==> src/rtl/frame_fifo_feeder_if.sv <==
// Memory read-burst port and line-FIFO write port of the frame fill stage.
// The master modport is the feeder side; the slave modport is the memory/FIFO side.
interface frame_fifo_feeder_if #(
    parameter int DATA_W = 16,
    parameter int AW     = 10
);
    logic              mem_req;
    logic [31:0]       mem_addr;
    logic [7:0]        mem_len;
    logic              mem_ack;
    logic              mem_valid;
    logic [DATA_W-1:0] mem_data;
    logic [AW-1:0]     fifo_usedw;
    logic              fifo_full;
    logic              fifo_wrreq;
    logic [DATA_W-1:0] fifo_wdata;

    modport master (
        output mem_req, mem_addr, mem_len,
        input  mem_ack, mem_valid, mem_data,
        input  fifo_usedw, fifo_full,
        output fifo_wrreq, fifo_wdata
    );

    modport slave (
        input  mem_req, mem_addr, mem_len,
        output mem_ack, mem_valid, mem_data,
        output fifo_usedw, fifo_full,
        input  fifo_wrreq, fifo_wdata
    );
endinterface

==> src/rtl/frame_fifo_feeder.sv <==
// Frame FIFO feeder: fetches display lines from frame memory in bursts,
// writes them into the line FIFO and flags when a full line is buffered.
// Parameters are captured into a shadow set and only become active at a
// start from IDLE or at a frame wrap.
module frame_fifo_feeder #(
    parameter int DATA_W    = 16,
    parameter int AW        = 10,
    parameter int BURST_MAX = 64
) (
    input  logic                clk,
    input  logic                reset_n,
    input  logic                update_flag,
    input  logic [15:0]         trace_length,
    input  logic [15:0]         frame_lines,
    input  logic [31:0]         base_addr,
    input  logic                enable,
    frame_fifo_feeder_if.master bus,
    output logic                fifo_ready,
    output logic                frame_done,
    output logic                ovf_err
);
    typedef enum logic [1:0] {
        S_IDLE  = 2'd0,
        S_CHECK = 2'd1,
        S_REQ   = 2'd2,
        S_DATA  = 2'd3
    } state_t;

    localparam logic [15:0] BURST16  = 16'(BURST_MAX);
    localparam logic [AW:0] FREE_MAX = (AW+1)'((1 << AW) - 1);

    state_t      r_state;
    logic        r_upd_s1;
    logic        r_upd_s2;
    logic [15:0] r_sh_lw;
    logic [15:0] r_sh_fl;
    logic [31:0] r_sh_base;
    logic [15:0] r_act_lw;
    logic [15:0] r_act_fl;
    logic [15:0] r_word_left;
    logic [15:0] r_line_cnt;
    logic [15:0] r_burst_left;
    logic [15:0] r_len;
    logic [31:0] r_addr;
    logic        r_fd_pend;

    logic        w_upd_fall;
    logic [15:0] w_len;
    logic [AW:0] w_free;
    logic        w_space_ok;
    logic        w_line_end;
    logic        w_burst_end;
    logic [15:0] w_line_next;
    logic        w_frame_end;
    logic        w_unused_trace_lsb;

    // Odd pixel clock of a trace line carries no word of its own.
    assign w_unused_trace_lsb = trace_length[0];

    assign w_upd_fall  = r_upd_s2 & ~r_upd_s1;
    assign w_len       = (r_word_left > BURST16) ? BURST16 : r_word_left;
    assign w_free      = FREE_MAX - {1'b0, bus.fifo_usedw};
    assign w_space_ok  = (32'(w_free) >= 32'(w_len));
    assign w_line_end  = (r_word_left == 16'd1);
    assign w_burst_end = (r_burst_left == 16'd1);
    assign w_line_next = r_line_cnt + 16'd1;
    // Bursts never straddle a line, so a line end is always also a burst end.
    assign w_frame_end = w_line_end && (w_line_next == r_act_fl);

    // Synchronise update_flag and load the shadow set on its falling edge.
    always_ff @(posedge clk or negedge reset_n) begin
        if (!reset_n) begin
            r_upd_s1  <= 1'b0;
            r_upd_s2  <= 1'b0;
            r_sh_lw   <= 16'd0;
            r_sh_fl   <= 16'd0;
            r_sh_base <= 32'd0;
        end else begin
            r_upd_s1 <= update_flag;
            r_upd_s2 <= r_upd_s1;
            if (w_upd_fall) begin
                r_sh_lw   <= {1'b0, trace_length[15:1]};
                r_sh_fl   <= frame_lines;
                r_sh_base <= base_addr;
            end
        end
    end

    // Full-line-buffered flag, re-evaluated every cycle regardless of state.
    always_ff @(posedge clk or negedge reset_n) begin
        if (!reset_n) begin
            fifo_ready <= 1'b0;
        end else begin
            fifo_ready <= (r_act_lw != 16'd0) && (32'(bus.fifo_usedw) >= 32'(r_act_lw));
        end
    end

    // Main fill FSM: space check, burst request, data transfer, line/frame accounting.
    always_ff @(posedge clk or negedge reset_n) begin
        if (!reset_n) begin
            r_state        <= S_IDLE;
            r_act_lw       <= 16'd0;
            r_act_fl       <= 16'd0;
            r_word_left    <= 16'd0;
            r_line_cnt     <= 16'd0;
            r_burst_left   <= 16'd0;
            r_len          <= 16'd0;
            r_addr         <= 32'd0;
            r_fd_pend      <= 1'b0;
            bus.mem_req    <= 1'b0;
            bus.mem_addr   <= 32'd0;
            bus.mem_len    <= 8'd0;
            bus.fifo_wrreq <= 1'b0;
            bus.fifo_wdata <= '0;
            frame_done     <= 1'b0;
            ovf_err        <= 1'b0;
        end else begin
            bus.fifo_wrreq <= 1'b0;
            frame_done     <= r_fd_pend;
            r_fd_pend      <= 1'b0;
            if (!enable) begin
                // Abandon everything in flight; ovf_err stays sticky.
                r_state      <= S_IDLE;
                r_word_left  <= 16'd0;
                r_line_cnt   <= 16'd0;
                r_burst_left <= 16'd0;
                r_len        <= 16'd0;
                r_addr       <= 32'd0;
                bus.mem_req  <= 1'b0;
                bus.mem_addr <= 32'd0;
                bus.mem_len  <= 8'd0;
            end else begin
                case (r_state)
                    S_IDLE: begin
                        bus.mem_req <= 1'b0;
                        if ((r_sh_lw != 16'd0) && (r_sh_fl != 16'd0)) begin
                            r_act_lw    <= r_sh_lw;
                            r_act_fl    <= r_sh_fl;
                            r_addr      <= r_sh_base;
                            r_line_cnt  <= 16'd0;
                            r_word_left <= r_sh_lw;
                            r_state     <= S_CHECK;
                        end
                    end
                    S_CHECK: begin
                        if (w_space_ok) begin
                            bus.mem_req  <= 1'b1;
                            bus.mem_addr <= r_addr;
                            bus.mem_len  <= w_len[7:0];
                            r_len        <= w_len;
                            r_state      <= S_REQ;
                        end
                    end
                    S_REQ: begin
                        if (bus.mem_ack) begin
                            bus.mem_req  <= 1'b0;
                            r_burst_left <= r_len;
                            r_state      <= S_DATA;
                        end
                    end
                    S_DATA: begin
                        if (bus.mem_valid) begin
                            // A word arriving on a full FIFO is lost but still counted.
                            bus.fifo_wrreq <= ~bus.fifo_full;
                            bus.fifo_wdata <= bus.mem_data;
                            if (bus.fifo_full) begin
                                ovf_err <= 1'b1;
                            end
                            r_burst_left <= r_burst_left - 16'd1;
                            r_word_left  <= r_word_left - 16'd1;
                            if (w_line_end) begin
                                r_line_cnt  <= w_line_next;
                                r_word_left <= r_act_lw;
                            end
                            if (w_burst_end) begin
                                r_addr  <= r_addr + 32'(r_len);
                                r_state <= S_CHECK;
                            end
                            if (w_frame_end) begin
                                // Frame wrap: the shadow set becomes active here.
                                r_line_cnt  <= 16'd0;
                                r_addr      <= r_sh_base;
                                r_act_lw    <= r_sh_lw;
                                r_act_fl    <= r_sh_fl;
                                r_word_left <= r_sh_lw;
                                r_fd_pend   <= 1'b1;
                                if ((r_sh_lw == 16'd0) || (r_sh_fl == 16'd0)) begin
                                    r_state <= S_IDLE;
                                end
                            end
                        end
                    end
                    default: r_state <= S_IDLE;
                endcase
            end
        end
    end
endmodule
==> src/flat_wrapper.sv <==
// flat-port wrapper written by rule: the top's interface ports become plain ports
module frame_fifo_feeder_flat 
#(
    parameter int DATA_W    = 16,
    parameter int AW        = 10,
    parameter int BURST_MAX = 64
)
  (clk, reset_n, update_flag, trace_length, frame_lines, base_addr, enable, fifo_ready, frame_done, ovf_err, bus_mem_req, bus_mem_addr, bus_mem_len, bus_mem_ack, bus_mem_valid, bus_mem_data, bus_fifo_usedw, bus_fifo_full, bus_fifo_wrreq, bus_fifo_wdata);
  frame_fifo_feeder_if #(.DATA_W(DATA_W), .AW(AW)) bus_i ();
  input  logic clk;
  input  logic reset_n;
  input  logic update_flag;
  input  logic [15:0] trace_length;
  input  logic [15:0] frame_lines;
  input  logic [31:0] base_addr;
  input  logic enable;
  output logic fifo_ready;
  output logic frame_done;
  output logic ovf_err;
  output wire logic [$bits(bus_i.mem_req)-1:0] bus_mem_req;
  output wire logic [$bits(bus_i.mem_addr)-1:0] bus_mem_addr;
  output wire logic [$bits(bus_i.mem_len)-1:0] bus_mem_len;
  input wire logic [$bits(bus_i.mem_ack)-1:0] bus_mem_ack;
  input wire logic [$bits(bus_i.mem_valid)-1:0] bus_mem_valid;
  input wire logic [$bits(bus_i.mem_data)-1:0] bus_mem_data;
  input wire logic [$bits(bus_i.fifo_usedw)-1:0] bus_fifo_usedw;
  input wire logic [$bits(bus_i.fifo_full)-1:0] bus_fifo_full;
  output wire logic [$bits(bus_i.fifo_wrreq)-1:0] bus_fifo_wrreq;
  output wire logic [$bits(bus_i.fifo_wdata)-1:0] bus_fifo_wdata;
  assign bus_mem_req = bus_i.mem_req;
  assign bus_mem_addr = bus_i.mem_addr;
  assign bus_mem_len = bus_i.mem_len;
  assign bus_i.mem_ack = bus_mem_ack;
  assign bus_i.mem_valid = bus_mem_valid;
  assign bus_i.mem_data = bus_mem_data;
  assign bus_i.fifo_usedw = bus_fifo_usedw;
  assign bus_i.fifo_full = bus_fifo_full;
  assign bus_fifo_wrreq = bus_i.fifo_wrreq;
  assign bus_fifo_wdata = bus_i.fifo_wdata;
  frame_fifo_feeder #(.DATA_W(DATA_W), .AW(AW), .BURST_MAX(BURST_MAX)) u_core (.clk(clk), .reset_n(reset_n), .update_flag(update_flag), .trace_length(trace_length), .frame_lines(frame_lines), .base_addr(base_addr), .enable(enable), .bus(bus_i), .fifo_ready(fifo_ready), .frame_done(frame_done), .ovf_err(ovf_err));
endmodule
==> config.mk <==
export PLATFORM = sky130hd
export DESIGN_NAME = frame_fifo_feeder_flat
export DESIGN_NICKNAME = d
export VERILOG_FILES = /design/src/rtl/frame_fifo_feeder_if.sv /design/src/rtl/frame_fifo_feeder.sv /design/src/flat_wrapper.sv
export SDC_FILE = /design/constraint.sdc
export NUM_CORES = 1
export LEC_CHECK = 0
export CORE_MARGIN = 2
export CORE_UTILIZATION = 61
export DETAILED_ROUTE_END_ITERATION = 12
export GPL_TIMING_DRIVEN = 0
export PLACE_DENSITY = 0.93
export SLEW_MARGIN = 30
export SYNTH_ARGS = -nofsm -noshare
export SYNTH_HDL_FRONTEND = slang
export SYNTH_SLANG_ARGS = --single-unit
==> constraint.sdc <==
create_clock -name clk -period 5.8 [get_ports clk]
set_input_delay 0.58 -clock clk [delete_from_list [all_inputs] [get_ports clk]]
set_output_delay 0.58 -clock clk [all_outputs]
set_load 0.01 [all_outputs]
==> impl_metrics.tcl <==
set metrics [dict create \
    outcome "finished with violations" \
    violations "DRC" \
    seqCellArea_sq_mm 0.006206 \
    tightestPinTransition_ps 979.2 \
    synth-seq-cells 248 \
    final_area_sq_mm 0.01589 \
    cts_resized 0 \
    postPlaceCellArea_sq_mm 0.01506 \
    max_slew_margin_pct 34.12 \
    antenna_left 0 \
    rr_endpoint "u_core.bus.mem_addr[19]$_DFFE_PN0P_" \
    synth-edff-count 0 \
    critical_path.max_fanout 10 \
    critPathRequiredTime_ps 6270 \
    synthArstFlopShare_pct 100.0 \
    syn_area_per_cell_sq_um 10.12 \
    clk_latency_ps 550 \
    fin_crit_sh_pct 71.72 \
    p_total_uw 5641 \
    p_sw_uw 1923 \
    cts_tree "yes" \
    crit_path_end_kind "flop" \
    clkPwrFrac_pct 28.9 \
    crit_path_start_kind "flop" \
    min_period_ps 4160 \
    place.gp.congestion 0.9362 \
    htree_levels 1 \
    hp-class "in -> async" \
    grt_pass1_wl_um 61780 \
    cellLeakagePower_uw 0.006701 \
    portBuffers 156 \
    root_buffer "clkbuf_16" \
    cts_hold_buf 0 \
    fin_nets 1622 \
    initial_utilization_pct 62.28 \
    p_sw_share_pct 34.09 \
    synth_cell_types 70 \
    cts.clk_slew.worst_paths_ps 60 \
    cts_setup_buffers 0 \
    syn-cell-area_sq_mm 0.01309 \
    antenna_found_initial 0 \
    fp.dieW_um 150.5 \
    boundaryPins 158 \
    core-area_sq_mm 0.02102 \
    combPwrFrac_pct 28.8 \
    synthFlopType "dfrtp_1" \
    fmax_mhz 240.4 \
    area_delta_synth_final_pct 21.41 \
    die_area_sq_mm 0.02265 \
    hpwlAfterDp_um 26890 \
    power.internal_uw 3718 \
    fillers 1282 \
    seqPwrFrac_pct 42.3 \
    dr.pass1.iters 11 \
    antenna_cells 0 \
    fp.dieH_um 150.5 \
    ys_warn_count 0 \
    rsz0062_at_grt "false" \
    setup_violations 0 \
    wirelength_um 38640 \
    grt_pass1_vias 12140 \
    vias_per_cell 6.681 \
    skew_ps 15.77 \
    multi_input_area_sq_mm 0.006375 \
    layout.cells.non_filler 1775 \
    drcViolationCount 2 \
    r2r-start "u_core.r_word_left[10]$_DFFE_PN0P_" \
    arrival_ps 4630 \
    ir_worst_vdd_uv 282.3 \
    vias 11860 \
    cts_sinks 248 \
    seq_area_frac_synth_pct 47.41 \
    r2r_slack_ps 1640 \
    grt_use_total_pct 34.40 \
    crit_type "reg -> reg" \
    overflow 0 \
    rows 53 \
    postLayoutCoreUtil_pct 75.61 \
    power.density_mw_per_mm2 354.9 \
    reg2regPathDepth 15 \
    syn_inst 1294 \
    dr.first_iter.drc_count 1357 \
    hold_viol 0 \
    grt_max_degree 86 \
    hold_ws_ps 42.19 \
    maxCapViolations 0 \
    drive_above_1_share_pct 10.73 \
    cts_buffers 26 \
    slew_viol_final 0 \
    placedCellCount 1729 \
    cts.path.max_buffers 3 \
    drt-wirelength-per-cell_um 21.77 \
]
==> state kept, by name (all words and copies together), names as in the netlist, 16 cells and up <==
| signal | cells |
|---|---|
| u_core.r_addr | 32 |
| u_core.r_burst_left | 16 |
| u_core.r_line_cnt | 16 |
| u_core.bus.mem_addr | 32 |
| u_core.r_act_fl | 16 |
| u_core.r_sh_fl | 16 |
| u_core.bus.fifo_wdata | 16 |
| u_core.r_sh_base | 32 |
| u_core.r_len | 16 |
| u_core.r_word_left | 16 |
==> cell usage in the layout, fill, tap and decap left out, types with 5 or more instances in the layout <==
cell type,Yosys,layout
clkbuf_16,0,26
dfrtp_1,248,248
ha_1,42,42
inv_1,43,43
or3_1,12,12
buf_2,10,10
buf_1,5,5
buf_4,8,8
xor2_1,15,15
clkdlybuf4s50_1,0,155
clkbuf_1,52,57
o22ai_1,14,14
a22o_1,8,8
nand3b_1,5,5
nor2_1,59,59
mux2_2,80,80
nor3_1,25,25
o211ai_1,7,7
nand4_1,12,12
nand3_1,56,56
a21oi_1,98,98
a21o_1,17,17
and3_1,23,23
mux2_1,30,30
clkinv_2,0,6
nor4_1,20,20
xnor2_1,30,30
or2_2,7,7
o21ai_0,140,140
nor2b_1,14,14
a22oi_1,9,9
nand2_1,83,83
mux2i_1,40,40
nand2b_1,6,6
==> logic make-up after synthesis <==
| group | count (synthesis) | synth area share (%) |
|---|---|---|
| simple gates | 340 | 13.13 |
| mux | 150 | 12.52 |
| buf+inv | 122 | 3.995 |
| compound gates | 345 | 15.74 |
| fa+ha+maj | 43 | 4.167 |
| xor+xnor | 45 | 3.011 |
| other cells | 1 | 0.02864 |
| flops | 248 | 47.41 |
==> power by group through the flow <==
stage | Clock, uW | Combinational [uW] | Sequential, uW
6_report | 1630 | 1630 | 2380
3_5_place_dp | 0 | 1560 | 2390
5_1_grt | 1710 | 1760 | 2420
2_1_floorplan | 0 | 989 | 2320
4_1_cts | 1630 | 1600 | 2370
3_3_place_gp | 0 | 1470 | 2370
==> final cells by class <==
cell class	instances	area share (%)
clock buffers	35	4.558
inverters	44	1.039
repair buffers	158	10.20
well taps	275	2.165
plain buffers	78	2.251
flip-flops and latches	248	39.05
clock inverters	11	0.6298
multi-input cells	926	40.11
==> Yosys cell counts (4+ instances only) <==
| cell type | count | area, sq um |
|---|---|---|
| mux2i_1 | 40 | 400.4 |
| nand3b_1 | 5 | 37.54 |
| buf_1 | 5 | 18.77 |
| o31ai_1 | 4 | 30.03 |
| o21ai_0 | 140 | 700.7 |
| o22ai_1 | 14 | 87.58 |
| nor3_1 | 25 | 125.1 |
| or3_1 | 12 | 75.07 |
| a22oi_1 | 9 | 67.56 |
| mux2_1 | 30 | 337.8 |
| and4_1 | 4 | 35.03 |
| o2bb2ai_1 | 4 | 35.03 |
| mux2_2 | 80 | 900.9 |
| nor2_1 | 59 | 221.5 |
| xor2_1 | 15 | 131.4 |
| buf_4 | 8 | 60.06 |
| or2_2 | 7 | 43.79 |
| clkbuf_1 | 52 | 195.2 |
| ha_1 | 42 | 525.5 |
| nand3_1 | 56 | 280.3 |
| nor2b_1 | 14 | 87.58 |
| a21o_1 | 17 | 127.6 |
| a21oi_1 | 98 | 490.5 |
| nor4_1 | 20 | 125.1 |
| inv_1 | 43 | 161.4 |
| nand2b_1 | 6 | 37.54 |
| nand4_1 | 12 | 75.07 |
| o211ai_1 | 7 | 52.55 |
| o21a_1 | 4 | 30.03 |
| and3_1 | 23 | 143.9 |
| a22o_1 | 8 | 70.07 |
| or4_1 | 4 | 30.03 |
| buf_2 | 10 | 50.05 |
| dfrtp_1 | 248 | 6206 |
| xnor2_1 | 30 | 262.8 |
| nand2_1 | 83 | 311.6 |
==> worst max path at each step <==
stage	to	startpoint	cells after the start
after floorplan	u_core.bus.mem_addr[13]$_DFFE_PN0P_	u_core.r_word_left[10]$_DFFE_PN0P_	15
after global placement	u_core.r_addr[12]$_DFFE_PN0P_	reset_n	1
after detailed placement	u_core.bus.mem_addr[8]$_DFFE_PN0P_	u_core.r_word_left[10]$_DFFE_PN0P_	14
after CTS	u_core.bus.mem_addr[18]$_DFFE_PN0P_	u_core.r_word_left[10]$_DFFE_PN0P_	15
after global routing	u_core.bus.mem_addr[19]$_DFFE_PN0P_	u_core.r_word_left[10]$_DFFE_PN0P_	15
final	u_core.bus.mem_addr[19]$_DFFE_PN0P_	u_core.r_word_left[10]$_DFFE_PN0P_	15
==> worst max-delay path, stage by stage (launching register included) <==
cell,delay [ps]
dfrtp_1,430
or3_1,460
nor2b_1,170
nand3b_1,130
a21oi_1,380
and2_1,260
ha_1,130
nand2b_1,90
a21oi_1,70
nor2b_1,130
o21ai_0,90
a21o_1,190
a21oi_1,690
clkbuf_1,470
nand3_1,230
a21oi_1,170
==> metrics by stage <==
| stage | setup slack [ps] | setup TNS, ps |
|---|---|---|
| finish | 1640 | 0 |
| global route | 1347 | 0 |
| CTS | 1777 | 0 |
| detailed placement | 1884 | 0 |
| global placement | -6156 | -1520160 |
| floorplan | 2719 | 0 |
==> routing by layer <==
layer / wire [um] / track usage, % / vias to the layer above
met2: 18480 / 56.32 / 805
li1: - / - / 5060
met3: 4068 / 8.485 / 209
met1: 14030 / 42.90 / 5784
met4: 2061 / 16.65 / 0
met5: 0 / 0 / -
Note: power is estimated with default switching activity, not from simulation.
